<file path="src/rtl/mem_pkg.sv">
// Shared definitions for the MEM stage: memory-op and FSM encodings plus
// small classification helpers used by the stage and its lane-steering logic.
package mem_pkg;

  typedef enum logic [3:0] {
    MEM_NONE = 4'd0,
    MEM_LB   = 4'd1,
    MEM_LBU  = 4'd2,
    MEM_LH   = 4'd3,
    MEM_LHU  = 4'd4,
    MEM_LW   = 4'd5,
    MEM_SB   = 4'd6,
    MEM_SH   = 4'd7,
    MEM_SW   = 4'd8
  } mem_op_e;

  typedef enum logic [1:0] {
    ST_IDLE = 2'd0,
    ST_REQ  = 2'd1,
    ST_WAIT = 2'd2
  } mem_state_e;

  // Loads and stores occupy contiguous encoding ranges.
  localparam logic [3:0] LOAD_FIRST  = 4'd1;
  localparam logic [3:0] LOAD_LAST   = 4'd5;
  localparam logic [3:0] STORE_FIRST = 4'd6;
  localparam logic [3:0] STORE_LAST  = 4'd8;

  localparam int TIMEOUT_W = 8;

  function automatic logic is_load(input logic [3:0] op);
    return (op >= LOAD_FIRST) && (op <= LOAD_LAST);
  endfunction

  function automatic logic is_store(input logic [3:0] op);
    return (op >= STORE_FIRST) && (op <= STORE_LAST);
  endfunction

  function automatic logic is_misaligned(input logic [3:0] op, input logic [1:0] a);
    logic bad;
    case (op)
      MEM_LH, MEM_LHU, MEM_SH: bad = a[0];
      MEM_LW, MEM_SW:          bad = (a != 2'b00);
      default:                 bad = 1'b0;
    endcase
    return bad;
  endfunction

endpackage

</file>
<file path="src/rtl/mem_lane_align.sv">
// Little-endian byte-lane steering: store byte enables / replicated write data,
// and load lane selection with sign or zero extension.
module mem_lane_align
  import mem_pkg::*;
(
  input  mem_op_e     op,
  input  logic [1:0]  addr_lo,
  input  logic [31:0] rt,
  input  logic [31:0] rdata,
  output logic [3:0]  be,
  output logic [31:0] wdata,
  output logic [31:0] load_res
);

  logic [3:0]  byte_hit;
  logic [7:0]  lane_byte;
  logic [15:0] lane_half;

  for (genvar gi = 0; gi < 4; gi++) begin : g_byte_hit
    assign byte_hit[gi] = (addr_lo == 2'(gi));
  end

  assign lane_byte = rdata[{addr_lo, 3'b000} +: 8];
  assign lane_half = addr_lo[1] ? rdata[31:16] : rdata[15:0];

  always_comb begin
    be    = 4'b0000;
    wdata = 32'h0;
    case (op)
      MEM_SB: begin
        be    = byte_hit;
        wdata = {4{rt[7:0]}};
      end
      MEM_SH: begin
        be    = addr_lo[1] ? 4'b1100 : 4'b0011;
        wdata = {2{rt[15:0]}};
      end
      MEM_SW: begin
        be    = 4'b1111;
        wdata = rt;
      end
      MEM_LB, MEM_LBU, MEM_LH, MEM_LHU, MEM_LW: be = 4'b1111;
      default: be = 4'b0000;
    endcase
  end

  always_comb begin
    load_res = 32'h0;
    case (op)
      MEM_LB:  load_res = {{24{lane_byte[7]}}, lane_byte};
      MEM_LBU: load_res = {24'h0, lane_byte};
      MEM_LH:  load_res = {{16{lane_half[15]}}, lane_half};
      MEM_LHU: load_res = {16'h0, lane_half};
      MEM_LW:  load_res = rdata;
      default: load_res = 32'h0;
    endcase
  end

endmodule

</file>
<file path="src/rtl/mem_stage.sv">
// MEM pipeline stage: single-entry request/grant/response bus master with flush
// and bus timeout. Define MEM_ALIGN_CHECK_EN to trap misaligned halves/words.
module mem_stage
  import mem_pkg::*;
#(
  parameter int REG_ADDR_W     = 5,
  parameter int TIMEOUT_CYCLES = 255
) (
  input  logic                  clk,
  input  logic                  rst_n,
  input  logic                  in_valid,
  output logic                  in_ready,
  input  logic [31:0]           in_alu_res,
  input  logic [31:0]           in_rt,
  input  logic [3:0]            in_mem_op,
  input  logic [REG_ADDR_W-1:0] in_rd,
  input  logic                  flush,
  output logic                  data_req,
  output logic                  data_wr,
  output logic [3:0]            data_be,
  output logic [31:0]           data_addr,
  output logic [31:0]           data_wdata,
  input  logic                  data_gnt,
  input  logic                  data_rvalid,
  input  logic [31:0]           data_rdata,
  output logic                  out_valid,
  output logic [31:0]           out_result,
  output logic [REG_ADDR_W-1:0] out_rd,
  output logic                  out_err
);

  localparam logic [TIMEOUT_W-1:0] CNT_LAST = TIMEOUT_W'(TIMEOUT_CYCLES - 1);

  mem_state_e            state_reg;
  mem_op_e               op_reg;
  logic [31:0]           addr_reg;
  logic [31:0]           rt_reg;
  logic [REG_ADDR_W-1:0] rd_reg;
  logic                  kill_reg;
  logic [TIMEOUT_W-1:0]  cnt_reg;
  logic                  out_valid_reg;
  logic [31:0]           out_result_reg;
  logic [REG_ADDR_W-1:0] out_rd_reg;
  logic                  out_err_reg;

  mem_op_e     in_op;
  logic        accept;
  logic        in_is_mem;
  logic        in_misaligned;
  logic        kill_now;
  logic [3:0]  lane_be;
  logic [31:0] lane_wdata;
  logic [31:0] load_res;

  assign in_op     = mem_op_e'(in_mem_op);
  assign in_is_mem = is_load(in_mem_op) | is_store(in_mem_op);
  assign in_ready  = (state_reg == ST_IDLE) & ~flush;
  assign accept    = in_valid & in_ready;
  assign kill_now  = kill_reg | flush;

`ifdef MEM_ALIGN_CHECK_EN
  assign in_misaligned = is_misaligned(in_mem_op, in_alu_res[1:0]);
`else
  assign in_misaligned = 1'b0;
`endif

  mem_lane_align u_lane_align (
    .op       (op_reg),
    .addr_lo  (addr_reg[1:0]),
    .rt       (rt_reg),
    .rdata    (data_rdata),
    .be       (lane_be),
    .wdata    (lane_wdata),
    .load_res (load_res)
  );

  // Bus outputs are quiet whenever no request is being presented.
  assign data_req   = (state_reg == ST_REQ) & ~flush;
  assign data_wr    = data_req & is_store(op_reg);
  assign data_be    = data_req ? lane_be : 4'b0000;
  assign data_addr  = data_req ? {addr_reg[31:2], 2'b00} : 32'h0;
  assign data_wdata = data_req ? lane_wdata : 32'h0;

  // Every completion lands in IDLE, so a flush seen alongside the pulse kills it.
  assign out_valid  = out_valid_reg & ~flush;
  assign out_result = out_result_reg;
  assign out_rd     = out_rd_reg;
  assign out_err    = out_err_reg;

  always_ff @(posedge clk or negedge rst_n) begin
    if (!rst_n) begin
      state_reg      <= ST_IDLE;
      op_reg         <= MEM_NONE;
      addr_reg       <= 32'h0;
      rt_reg         <= 32'h0;
      rd_reg         <= '0;
      kill_reg       <= 1'b0;
      cnt_reg        <= '0;
      out_valid_reg  <= 1'b0;
      out_result_reg <= 32'h0;
      out_rd_reg     <= '0;
      out_err_reg    <= 1'b0;
    end else begin
      out_valid_reg <= 1'b0;
      out_err_reg   <= 1'b0;
      case (state_reg)
        ST_IDLE: begin
          if (accept) begin
            op_reg   <= in_op;
            addr_reg <= in_alu_res;
            rt_reg   <= in_rt;
            rd_reg   <= in_rd;
            kill_reg <= 1'b0;
            cnt_reg  <= '0;
            if (in_misaligned) begin
              out_valid_reg  <= 1'b1;
              out_err_reg    <= 1'b1;
              out_result_reg <= in_alu_res;
              out_rd_reg     <= in_rd;
            end else if (in_is_mem) begin
              state_reg <= ST_REQ;
            end else begin
              out_valid_reg  <= 1'b1;
              out_result_reg <= in_alu_res;
              out_rd_reg     <= in_rd;
            end
          end
        end
        ST_REQ: begin
          if (data_gnt) begin
            if (is_load(op_reg)) begin
              // A granted load cannot be recalled; remember the flush instead.
              state_reg <= ST_WAIT;
              cnt_reg   <= '0;
              kill_reg  <= flush;
            end else begin
              state_reg <= ST_IDLE;
              if (!flush) begin
                out_valid_reg  <= 1'b1;
                out_result_reg <= 32'h0;
                out_rd_reg     <= rd_reg;
              end
            end
          end else if (flush) begin
            state_reg <= ST_IDLE;
          end else if (cnt_reg == CNT_LAST) begin
            state_reg      <= ST_IDLE;
            out_valid_reg  <= 1'b1;
            out_err_reg    <= 1'b1;
            out_result_reg <= 32'h0;
            out_rd_reg     <= rd_reg;
          end else begin
            cnt_reg <= cnt_reg + 1'b1;
          end
        end
        ST_WAIT: begin
          if (data_rvalid) begin
            state_reg <= ST_IDLE;
            if (!kill_now) begin
              out_valid_reg  <= 1'b1;
              out_result_reg <= load_res;
              out_rd_reg     <= rd_reg;
            end
          end else if (cnt_reg == CNT_LAST) begin
            state_reg <= ST_IDLE;
            if (!kill_now) begin
              out_valid_reg  <= 1'b1;
              out_err_reg    <= 1'b1;
              out_result_reg <= 32'h0;
              out_rd_reg     <= rd_reg;
            end
          end else begin
            cnt_reg <= cnt_reg + 1'b1;
            if (flush) kill_reg <= 1'b1;
          end
        end
        default: state_reg <= ST_IDLE;
      endcase
    end
  end

endmodule
</file>
<file path="config.mk">
export PLATFORM = sky130hd
export DESIGN_NAME = mem_stage
export DESIGN_NICKNAME = d
export VERILOG_FILES = /design/src/rtl/mem_pkg.sv /design/src/rtl/mem_lane_align.sv /design/src/rtl/mem_stage.sv
export SDC_FILE = /design/constraint.sdc
export NUM_CORES = 1
export LEC_CHECK = 0
export CAP_MARGIN = 30
export CORE_MARGIN = 2
export CORE_UTILIZATION = 40
export CTS_CLUSTER_DIAMETER = 60
export DETAILED_ROUTE_END_ITERATION = 10
export PLACE_DENSITY = 0.82
export SLEW_MARGIN = 20
export SYNTH_ARGS = -nofsm -noshare
export SYNTH_HDL_FRONTEND = slang
export SYNTH_SLANG_ARGS = --single-unit
</file>
<file path="constraint.sdc">
create_clock -name clk -period 2.25 [get_ports clk]
set_clock_uncertainty 0.2 [all_clocks]
set_input_delay 0.225 -clock clk [delete_from_list [all_inputs] [get_ports clk]]
set_output_delay 0.225 -clock clk [all_outputs]
set_load 0.01 [all_outputs]
</file>
Word-level counts from Yosys, hierarchy flattened. Index checks and enable logic that the tools add are counted.

Add/subtract/negate cells: 1. Order comparisons: 8. Eq/ne operators: 29. Shift-type cells: 1. Multiplexer cells: 67. Bitwise operators: 8. Reductions and logical operators: 14.

Operators with widths (count): $mux W32 (13); $pmux W32 S3 (2); $pmux W32 S5 (1); $mux W5 (10); $mux W8 (6); $shiftx A32 B6 Y8 (1); $pmux W8 S3 (1); $mux W1 (18); $eq A4 B3 Y1 const B (4); $mux W16 (1); $ne A2 B2 Y1 const B (8); $pmux W5 S3 (1); $mux W2 (7); $pmux W4 S3 (1); $ne A3 B2 Y1 const B (3); $ne A3 B3 Y1 const B (3); $reduce_and A9 Y1 (1); $add A8 B1 Y8 const B (1); $eq A4 B2 Y1 const B (2); $eq A8 B8 Y1 const B (1); $ge A4 B1 Y1 const B (2); $ge A4 B3 Y1 const B (2); $le A4 B3 Y1 const B (2); $le A4 B4 Y1 const B (2); 20 further kinds (35).

Flip-flop bits (word level): 123. Input port bits: 111. Output and inout port bits: 110. Logic and storage cells: 139.

Logic depth before layout (Yosys ltp). Gate-level depths: netlist of run 1.

Depth after elaboration: 6. Mapped depth: 10. Depth with buffers taken out: 7.

Hierarchy. From an unflattened synthesis of run 1, not the netlist that was laid out.

Cell total of the unflattened synthesis: 757. Area, all modules: 7388.3 µm².

By module, submodules not included: mem_stage (times used 1, cells an instance 573, area each 6149.6 µm², seq. area each 3078.0 µm²); mem_lane_align (times used 1, cells an instance 184, area each 1238.7 µm², seq. area each 0.0 µm²).

Least setup slack after synthesis of run 1. OpenSTA, ideal clock, no wires.

Path type: reg-to-reg. From: register state_reg[0]. To: register kill_reg. Setup time: 0.125 ns. Arrival time: 2.127 ns. Required time: 1.925 ns. Slack: -0.202 ns. Stages on the path, launching flop included: 9. Path buffers: 1. Clock period less this slack: 2.452 ns. Cell sequence: dfrtp_1 > inv_1 > ha_1 > clkbuf_1 > nor2b_1 > nand2_1 > a211o_1 > a221oi_1 > mux2_2.

Cells in the longest elaborated chain, start to end: 5. Elaborated cells on any way between the ends: 14. Classes of those cells: 8 x eq/ne; 1 x mux; 2 x bitwise; 3 x reduce/logical.

RTL lines: start, declared (line mem_stage.sv:34) `mem_state_e state_reg;`; start signal, assigned (line mem_stage.sv:92) `state_reg <= ST_IDLE;`; start signal, assigned (line mem_stage.sv:121) `state_reg <= ST_REQ;`; start signal, assigned (line mem_stage.sv:133) `state_reg <= ST_WAIT;`; $logic_not A2 Y1 (line mem_stage.sv:57) `assign in_ready = (state_reg == ST_IDLE) & ~flush;`; $and A1 B1 Y1 (line mem_stage.sv:57); via in_ready (line mem_stage.sv:12) `output logic in_ready,`; $and A1 B1 Y1 (line mem_stage.sv:58) `assign accept = in_valid & in_ready;`; $ne A2 B2 Y1 (no source line); $reduce_and A7 Y1 (no source line); end signal, assigned (line mem_stage.sv:135) `kill_reg <= flush;`; end, declared (line mem_stage.sv:39) `logic kill_reg;`.

The timed path passes the listed nets, and every way through them passes these cells. A chain may end at the register's enable or synchronous reset.

Final worst setup path of run 1.
From: register op_reg[2]. To: register out_result_reg[26], in the netlist out_result[26].

Cells in the longest elaborated chain, start to end: 5. Elaborated cells on any way between the ends: 15. Classes of those cells: 2 x order compare; 7 x eq/ne; 4 x mux; 2 x reduce/logical.

RTL lines: start, declared (line mem_stage.sv:35) `mem_op_e op_reg;`; start signal, assigned (line mem_stage.sv:109) `op_reg <= in_op;`; $eq A4 B3 Y1, or another cell as far along (line mem_lane_align.sv:49) `case (op)`; $pmux W32 S5 (line mem_lane_align.sv:49); $mux W32 (line mem_stage.sv:159) `if (!kill_now) begin`; $mux W32 (line mem_stage.sv:157) `if (data_rvalid) begin`; $pmux W32 S3 (line mem_stage.sv:106) `case (state_reg)`; end signal, assigned (line mem_stage.sv:118) `out_result_reg <= in_alu_res;`; end signal, assigned (line mem_stage.sv:124) `out_result_reg <= in_alu_res;`; end signal, assigned (line mem_stage.sv:161) `out_result_reg <= load_res;`; end, declared (line mem_stage.sv:42) `logic [31:0] out_result_reg;`.

Parallel ways exist; a longest one is shown, timed or not. The select of a mux whose other input is x is not followed.

==> results_dict.tcl, run 1 <==
set metrics [dict create \
    cellLeakagePower_nw 5.04 \
    maxCapViolCount 0 \
    dpl.hpwl_mm 16.4 \
    overflow 0 \
    maxSlewViolCount 0 \
    setup_viol 104 \
    synth_ff_type "dfrtp_1" \
    p_per_area_nw_per_um2 1410 \
    drc 0 \
    synthAdderAreaFrac_pct 1.08 \
    rows 48 \
    worst_slew_pin_slew_ps 587 \
    timing.final.ws_setup_ps -193 \
    synth_top_family_by_area "multiplexers" \
    synth_top_area_cell "dfrtp_1" \
    netlist.area_leader.share_pct 44.2 \
    synth-seq-cells 123 \
    clk_pin_slew_ps 60 \
    clk_latency_ps 430 \
    hp-class "input pin to async pin" \
    grt_pass1_wl_mm 38.8 \
    viasPerCell 5.87 \
    grt_start_max_net_pins 66 \
    start_util_pct 40.5 \
    yosysWarningCount 0 \
    r2r-start "op_reg[2]$_DFFE_PN0P_" \
    final_cell_mix "clkdlybuf4s50_1 (148), dfrtp_1 (120), mux2_2 (81), buf_4 (68), buf_6 (60)" \
    ios 221 \
    cts_tree "built" \
    die_y_um 136 \
    wl_mm 27.4 \
    whs_ps 132 \
    drtIter0Drc 548 \
    finalHoldViolations 0 \
    regToRegEndpoint "out_result[26]$_DFFE_PN0P_" \
    critPathMaxStageDelay_ps 420 \
    setup_tns_ps -10580 \
    gp_congestion 0.898 \
    ir_drop_mv 0.807 \
    numCtsBuffers 17 \
    synthMuxAreaShare_pct 17.6 \
    netlist_top_cells_area "dfrtp_1 (44%), mux2_2 (13%), a31oi_1 (4.8%)" \
    fin_crit_sh_pct 109 \
    final_antenna_net_count 0 \
    seq_area_frac_synth_pct 44.2 \
    synth.avg_cell_area_um2 10.2 \
    drive_gt1_share_pct 45.6 \
    ff2ff_path_depth 9 \
    grt_pass1_vias 6924 \
    worstPathCellList "buf_4 > buf_4 > or3_4 > nand2_4 > mux2_4 > and2_4 > buf_12 > buf_16 > a31oi_2" \
    required_ps 2390 \
    die_area_um2 18500 \
    die_width_um 136 \
    fin_nets 1102 \
    synth_compound_area_share_pct 17.4 \
    cp_max_fo 10 \
    status "finished with violations" \
    yosysUniqueCellTypes 54 \
    final_common_cell "clkdlybuf4s50_1" \
    area_growth_pct 70.7 \
    rrSetupSlack_ps -190 \
    cp.arrival_ps 2580 \
    critPathCaptureType "flip-flop" \
    cts_root_buf "clkbuf_16" \
    fin_util_pct 69.1 \
    first_pass_iters 5 \
    ys_async_sr_fraction_pct 100 \
    syn_area_um2 6960 \
    clkSinkCount 123 \
    yosys.area_share.xor_xnor_pct 0.378 \
    slowest_stage "dfrtp_1" \
    synth-simple-area-share_pct 15.0 \
    rsz0062_at_grt "yes" \
    crit_path_frequent_cell "buf_4" \
    fillers 1217 \
    clock_path_buffers 2 \
    violations "negative setup slack" \
    vias 7179 \
    grt_usage_pct 27.3 \
    core_um2 17200 \
    path_class "flip-flop to flip-flop" \
    portBuffers 218 \
    htreeDepth 4 \
    antenna_found_initial 1 \
    cp-start-kind "flip-flop" \
    wire_per_inst_um 22.4 \
    synth_edf_count 0 \
    fmax_ghz 0.409 \
    syn_inst 685 \
    p_total_mw 16.7 \
    fin_crit_ps 2440 \
    slew_headroom_pct 60.9 \
]
## synth_stat cells, drive strengths merged, types with 10 or more instances
master,n
dfrtp,123
mux2,84
a21oi,62
a31oi,53
nand2,45
and2,43
clkbuf,35
nor2,30
o21ai,24
nor2b,23
buf,22
nand2b,22
a32o,16
and3,12
a22oi,10
inv,10
mux2i,10
## routing by layer
layer | up-vias | routed length (µm) | part of all wire, % | GRT usage, %
met5 | - | 0 | 0 | 0
li1 | 3108 | - | - | -
met2 | 411 | 13400 | 49 | 43.4
met1 | 3565 | 10800 | 39 | 35.7
met3 | 95 | 2210 | 8.1 | 7.08
met4 | 0 | 1060 | 3.9 | 10.6
## metrics by stage
step,cell area (µm²),setup WS [ps],instances
3_3_place_gp,9880,-282,1146
2_1_floorplan,6990,-30.7,686
4_1_cts,11100,-256,1212
6_report,11900,-193,1224
5_1_grt,11900,-245,1224
3_5_place_dp,9880,-325,1146
## critical path, delay by kind of cell, from the launching register on
family	cells	cell delay, ps
AND/OR/NAND/NOR	3	680
buffers and inverters	4	580
flip-flops	1	420
multiplexers	1	330
AO/OA/AOI/OAI	1	150
## how the worst max path moves through the flow
stage	start	to	slack (ps)	cells past startpoint
CTS	op_reg[2]$_DFFE_PN0P_	data_wdata[4]	-260	9
global route	op_reg[2]$_DFFE_PN0P_	data_be[1]	-250	8
detailed placement	in_mem_op[2]	out_result[5]$_DFFE_PN0P_	-320	7
finish	op_reg[2]$_DFFE_PN0P_	out_result[26]$_DFFE_PN0P_	-190	9
floorplan	cnt_reg[0]$_DFFE_PN0P_	out_result[15]$_DFFE_PN0P_	-30	8
global placement	flush	data_be[0]	-280	6
## layout make-up
class                   instances  area [µm²]  share of cell area, %
flip-flops and latches        123        3080                   26.0
well taps                     225         282                   2.37
multi-input cells             496        4400                   37.1
clock buffers                  17         425                   3.58
clock inverters                15         209                   1.76
diodes                          1        2.50                 0.0211
inverters                      10        46.3                  0.390
repair buffers                337        3420                   28.8
## logic make-up after synthesis
kind of cell / after synthesis
AOI/OAI and AO/OA: 189
xor gates and xnor gates: 3
and+or+nand+nor: 194
buffers and inverters: 67
DFF: 123
other: 1
muxes: 102
adders and majority gates: 6
## where the power goes
group | total (mW) | switching (mW) | leakage, nW | internal, mW
Sequential | 4.12 | 0.843 | 1.45 | 3.28
Clock | 3.00 | 1.12 | 0.314 | 1.88
Combinational | 9.58 | 4.54 | 3.27 | 5.03
## timing repair
item / 4_1_cts / 5_1_grt
setup endpoints to repair: 106 / 182
gates resized for setup: 405 / 145
setup buffers: 27 / 14
endpoints found under the hold margin: 55 / 0
gates cloned: 7 / 3
hold buffers: 1 / 0
pin swaps: 38 / 45
Note: power is estimated with default switching activity, not from simulation.
==> run 2: changes to the inputs <==
--- a/config.mk
+++ b/config.mk
@@ -6,7 +6,6 @@
 export NUM_CORES = 1
 export LEC_CHECK = 0
 export CAP_MARGIN = 30
-export CORE_MARGIN = 2
 export CORE_UTILIZATION = 40
 export CTS_CLUSTER_DIAMETER = 60
 export DETAILED_ROUTE_END_ITERATION = 10
==> run 2 against run 1 <==
  * The flow still finishes with violations (negative setup slack)
  * Non-clock buffer count up 7
  * Sequential share of layout area up 1.1 points
  * Sequential power about the same
  * Core utilization down 1.2 points
  * First-iteration DRC count up 4.7%
  * Maximum frequency up 1.8%
  * Register-to-register slack better by 130 ps
  * Wire length down 4.6%
  * Total power down 7.5%
  * Global-route usage up 1.3 points
  * Hold slack worse by 56 ps
  * Clock power down 16%
  * Largest power group unchanged
  * Highest routed layer unchanged
==> results_dict.tcl, run 2 (synthesis results as in run 1) <==
set metrics [dict create \
    status "finished with violations" \
    violations "negative setup slack" \
    fin_nets 1109 \
    finalInstanceArea_um2 11400 \
    p_total_mw 15.4 \
    cp-start-kind "flip-flop" \
    overflow 0 \
    final_antenna_net_count 0 \
    cp.arrival_ps 1980 \
    critPathMaxStageDelay_ps 420 \
    startpoint "op_reg[3]$_DFFE_PN0P_" \
    numCtsBuffers 17 \
    fmax_ghz 0.417 \
    antenna_found_initial 0 \
    fin_crit_sh_pct 107 \
    clk_pin_slew_ps 60 \
    fin_util_pct 67.9 \
    final_common_cell "clkdlybuf4s50_1" \
    area_growth_pct 63.6 \
    clk_latency_ps 420 \
    p_per_area_nw_per_um2 1360 \
    placed_cell_area_um2 9950 \
    path_class "flip-flop to output pin" \
    required_ps 1820 \
    slowest_stage "dfrtp_2" \
    final_cell_mix "clkdlybuf4s50_1 (148), dfrtp_1 (118), buf_4 (87), mux2_2 (81), a31oi_1 (53)" \
    hp-class "input pin to async pin" \
    cts_tree "built" \
    setup_viol 80 \
    first_pass_iters 6 \
    grt_usage_pct 28.6 \
    gp_congestion 0.873 \
    dpl.hpwl_mm 16.4 \
    htreeDepth 4 \
    grt_pass1_vias 7136 \
    portBuffers 218 \
    place_ws_ps -285 \
    maxCapViolCount 0 \
    fin_crit_ps 2400 \
    worstPathCellList "inv_4 > nor4_4 > buf_6 > buf_12 > buf_6 > nand2_4 > a21oi_2 > buf_2" \
    critical-path-top-delay-family "buffers and inverters" \
    cts_root_buf "clkbuf_16" \
    timing.final.ws_setup_ps -151 \
    maxSlewViolCount 0 \
    crit_path_frequent_cell "buf_6" \
    die_width_um 134 \
    cp_max_fo 6 \
    seqCellArea_um2 3080 \
    viasPerCell 5.81 \
    path_buf_inv 5 \
    die_y_um 134 \
    vias 7112 \
    finalHoldViolations 0 \
    diodes 0 \
    grt_pass1_wl_mm 39.2 \
    rsz0062_at_grt "yes" \
    drc 0 \
    whs_ps 76.6 \
    cellLeakagePower_nw 4.91 \
    die_area_um2 17900 \
    rows 47 \
    core_um2 16800 \
    wire_per_inst_um 21.3 \
    grt_start_max_net_pins 66 \
    worst_slew_pin_slew_ps 574 \
    start_util_pct 41.5 \
    wl_mm 26.1 \
    r2r-start "op_reg[2]$_DFFE_PN0P_" \
    drive_gt1_share_pct 42.0 \
    multiInputGateArea_um2 4030 \
    clock_path_buffers 2 \
    fillers 1249 \
    slew_headroom_pct 61.6 \
    clkSinkCount 123 \
    ir_drop_mv 0.700 \
    ios 221 \
    critPathCaptureType "output pin" \
    drtIter0Drc 574 \
]
-- run 2: cell count changes in the layout (fill, tap and decap cells not counted), moves of 7 or more --
| cell | change |
|---|---|
| a31oi_1 | +25 |
| a31oi_2 | -7 |
| a31oi_4 | -18 |
| and2_1 | +12 |
| and2_4 | -12 |
| buf_2 | +8 |
| buf_4 | +19 |
| buf_6 | -27 |
| o21ai_0 | +8 |
-- run 2: through the flow --
stage               TNS, ps  std cells
floorplan             -58.1        686
global placement     -15520       1150
detailed placement   -16650       1150
CTS                   -2560       1214
global route         -11560       1225
finish                -4770       1225
-- run 2: timing repair --
action | 4_1_cts | 5_1_grt
endpoints found under the setup margin | 107 | 110
setup buffers | 22 | 12
pin swaps | 31 | 33
gates resized for setup | 314 | 141
cloned | 12 | 3
endpoints found under the hold margin | 123 | 0
hold buffers | 1 | 0
-- run 2: cell type report --
class                   count  area share [%]
repair buffers            344            29.9
multi-input cells         496            35.4
well taps                 220            2.42
inverters                  10           0.484
flip-flops and latches    123            27.1
clock inverters            15            1.02
clock buffers              17            3.74
-- run 2: metal layers --
layer	wire length (µm)	global-route usage, %
met3	2070	6.31
met1	10700	37.1
met2	12400	45.4
met4	1040	13.3
met5	0	0
-- run 2: report_power, final --
group          leakage [nW]  switching, mW  internal (mW)
Combinational          3.22           4.04           4.74
Clock                 0.249           1.11           1.42
Sequential             1.45          0.851           3.29
Total                  4.91           6.00           9.44
-- run 2: worst register-to-register path, stage by stage, from the launching register on --
cell	delay, ps
dfrtp_2	450
buf_4	180
buf_4	150
a21oi_1	230
buf_4	170
and3_4	240
nand4_1	180
buf_4	230
a31oi_1	190
-- run 2: path summary, 6_finish.rpt --
path                       slack (ps)                         end  cells after the start
min reg2reg                       290      cnt_reg[4]$_DFFE_PN0P_                      1
min in group clk                  200       rt_reg[6]$_DFFE_PN0P_                      2
max reg2reg                       -60  out_result[19]$_DFFE_PN0P_                      8
max                              -150              data_wdata[13]                      8
max in group asynchronous        1180      rt_reg[13]$_DFFE_PN0P_                      3
min                                80    addr_reg[21]$_DFFE_PN0P_                      2
==> run 3: changes to the inputs <==
==> constraint.sdc (replaced) <==
create_clock -name clk -period 2.1 [get_ports clk]
set_clock_uncertainty 0.2 [all_clocks]
set_input_delay 0.21 -clock clk [delete_from_list [all_inputs] [get_ports clk]]
set_output_delay 0.21 -clock clk [all_outputs]
set_load 0.01 [all_outputs]
==> run 3 against run 2 <==
  * Highest routed layer unchanged
  * Largest cell class unchanged
  * Final area up 8.8%
  * The flow still finishes with violations (negative setup slack)
  * First-iteration DRC count up 16%
  * Wire length up 15%
  * Hold slack better by 22 ps
==> results_dict.tcl, run 3 (synthesis results as in run 1) <==
set metrics [dict create \
    critPathCaptureType "flip-flop" \
    die_width_um 134 \
    violations "negative setup slack" \
    portBuffers 218 \
    regToRegEndpoint "out_result[11]$_DFFE_PN0P_" \
    drive_gt1_share_pct 50.4 \
    cp_max_fo 8 \
    fin_crit_ps 2660 \
    cp.arrival_ps 2730 \
    fin_crit_sh_pct 126 \
    p_sw_mw 7.54 \
    start_util_pct 41.5 \
    ir_drop_mv 0.883 \
    vias 7572 \
    clkPwrFrac_pct 15.9 \
    p_sw_share_pct 40.2 \
    cts_tree "built" \
    slew_headroom_pct 53.6 \
    status "finished with violations" \
    clock_path_buffers 2 \
    overflow 0 \
    maxCapViolCount 0 \
    viasPerCell 6.06 \
    timing.final.ws_setup_ps -556 \
    cp-start-kind "flip-flop" \
    p_int_mw 11.2 \
    final_common_cell "clkdlybuf4s50_1" \
    die_area_um2 17900 \
    final_antenna_net_count 0 \
    rows 47 \
    path_class "flip-flop to flip-flop" \
    diodes 0 \
    setup_tns_ps -26530 \
    r2r-start "op_reg[0]$_DFFE_PN0P_" \
    clkSinkCount 123 \
    fin_nets 1133 \
    grt_start_max_net_pins 49 \
    ff2ff_path_depth 6 \
    die_y_um 134 \
    clk_pin_slew_ps 60 \
    fmax_ghz 0.376 \
    final_cell_mix "clkdlybuf4s50_1 (148), dfrtp_1 (119), buf_4 (82), mux2_2 (81), buf_6 (71)" \
    wire_per_inst_um 24.0 \
    finalHoldViolations 0 \
    required_ps 2170 \
    ios 221 \
    combPwrFrac_pct 60.0 \
    grt_pass1_vias 7411 \
    drc 0 \
    area_growth_pct 78.0 \
    htreeDepth 4 \
    gp_congestion 0.876 \
    rsz0062_at_grt "yes" \
    core_um2 16800 \
    startpoint "op_reg[0]$_DFFE_PN0P_" \
    maxSlewViolCount 0 \
    hp-class "input pin to async pin" \
    rrSetupSlack_ps -560 \
    grt_usage_pct 30.8 \
    cellLeakagePower_nw 5.25 \
    drtIter0Drc 668 \
    cts_root_buf "clkbuf_16" \
    numCtsBuffers 17 \
    dpl.hpwl_mm 16.5 \
    setup_viol 113 \
    antenna_found_initial 0 \
    grt_pass1_wl_mm 42.1 \
    whs_ps 98.6 \
    seqPwrFrac_pct 24.1 \
    p_per_area_nw_per_um2 1520 \
    worst_slew_pin_slew_ps 689 \
    wl_mm 30.0 \
    first_pass_iters 6 \
    clk_latency_ps 420 \
]
-- run 3: cell types whose count changed in the layout (fill, tap and decap cells not counted), sizes merged --
cell / previous run / this run
clkdlybuf4s15: 1 / 0
clkbuf: 25 / 27
bufinv: 0 / 2
inv: 14 / 9
clkinv: 5 / 7
a32o: 16 / 17
clkinvlp: 6 / 2
buf: 186 / 213
-- run 3: area by class of cell --
type	count	area, µm²
clock inverters	10	116
fillers	1033	4370
repair buffers	367	3800
flip-flops and latches	123	3080
inverters	10	52.6
multi-input cells	497	4580
well taps	220	275
clock buffers	22	474
-- run 3: worst max-delay path by stage --
stage | to | cells past startpoint | slack [ps]
3_3_place_gp | data_be[0] | 6 | -390
6_report | out_result[11]$_DFFE_PN0P_ | 6 | -560
2_1_floorplan | out_result[15]$_DFFE_PN0P_ | 8 | -180
3_5_place_dp | out_result[5]$_DFFE_PN0P_ | 7 | -440
5_1_grt | out_result[11]$_DFFE_PN0P_ | 6 | -520
4_1_cts | data_wdata[13] | 9 | -340
-- run 3: per-stage QoR --
stage / setup slack (ps) / area, µm² / utilization [%] / power, mW / std cells
5_1_grt: -518 / 12400 / 73.9 / 19.5 / 1249
3_3_place_gp: -387 / 10100 / 60.1 / 11.5 / 1165
3_5_place_dp: -439 / 10100 / 60.1 / 11.7 / 1165
4_1_cts: -341 / 11700 / 69.5 / 16.9 / 1242
2_1_floorplan: -181 / 7020 / - / 8.37 / 686
6_report: -556 / 12400 / 73.9 / 18.8 / 1249
-- run 3: what timing repair did --
item | 4_1_cts | 5_1_grt
gates resized for setup | 460 | 139
setup endpoints to repair | 125 | 144
cloned | 14 | 6
hold endpoints to repair | 123 | 0
pin swaps | 80 | 35
setup buffers | 30 | 10
hold buffers | 1 | 0
-- run 3: critical path: stages (launching register included) --
cell	delay, ps
dfrtp_2	450
buf_4	180
nand2b_1	190
a32o_1	410
a32o_1	340
o21ai_0	560
a31oi_1	180
-- run 3: power by group through the flow --
stage	sequential [mW]	clock (mW)	combinational, mW
after global placement	4.26	0	7.21
after detailed placement	4.28	0	7.39
final	4.52	2.98	11.3
after CTS	4.37	2.97	9.61
after floorplan	4.17	0	4.20
after global routing	4.64	3.09	11.7
-- run 3: per-layer routing --
metal / track usage [%] / vias up / share of wire, %
met4: 14.7 / 0 / 5.2
met5: 0 / - / 0
met3: 8.28 / 148 / 10
li1: - / 3182 / -
met1: 38.3 / 3699 / 38
met2: 49.7 / 543 / 47
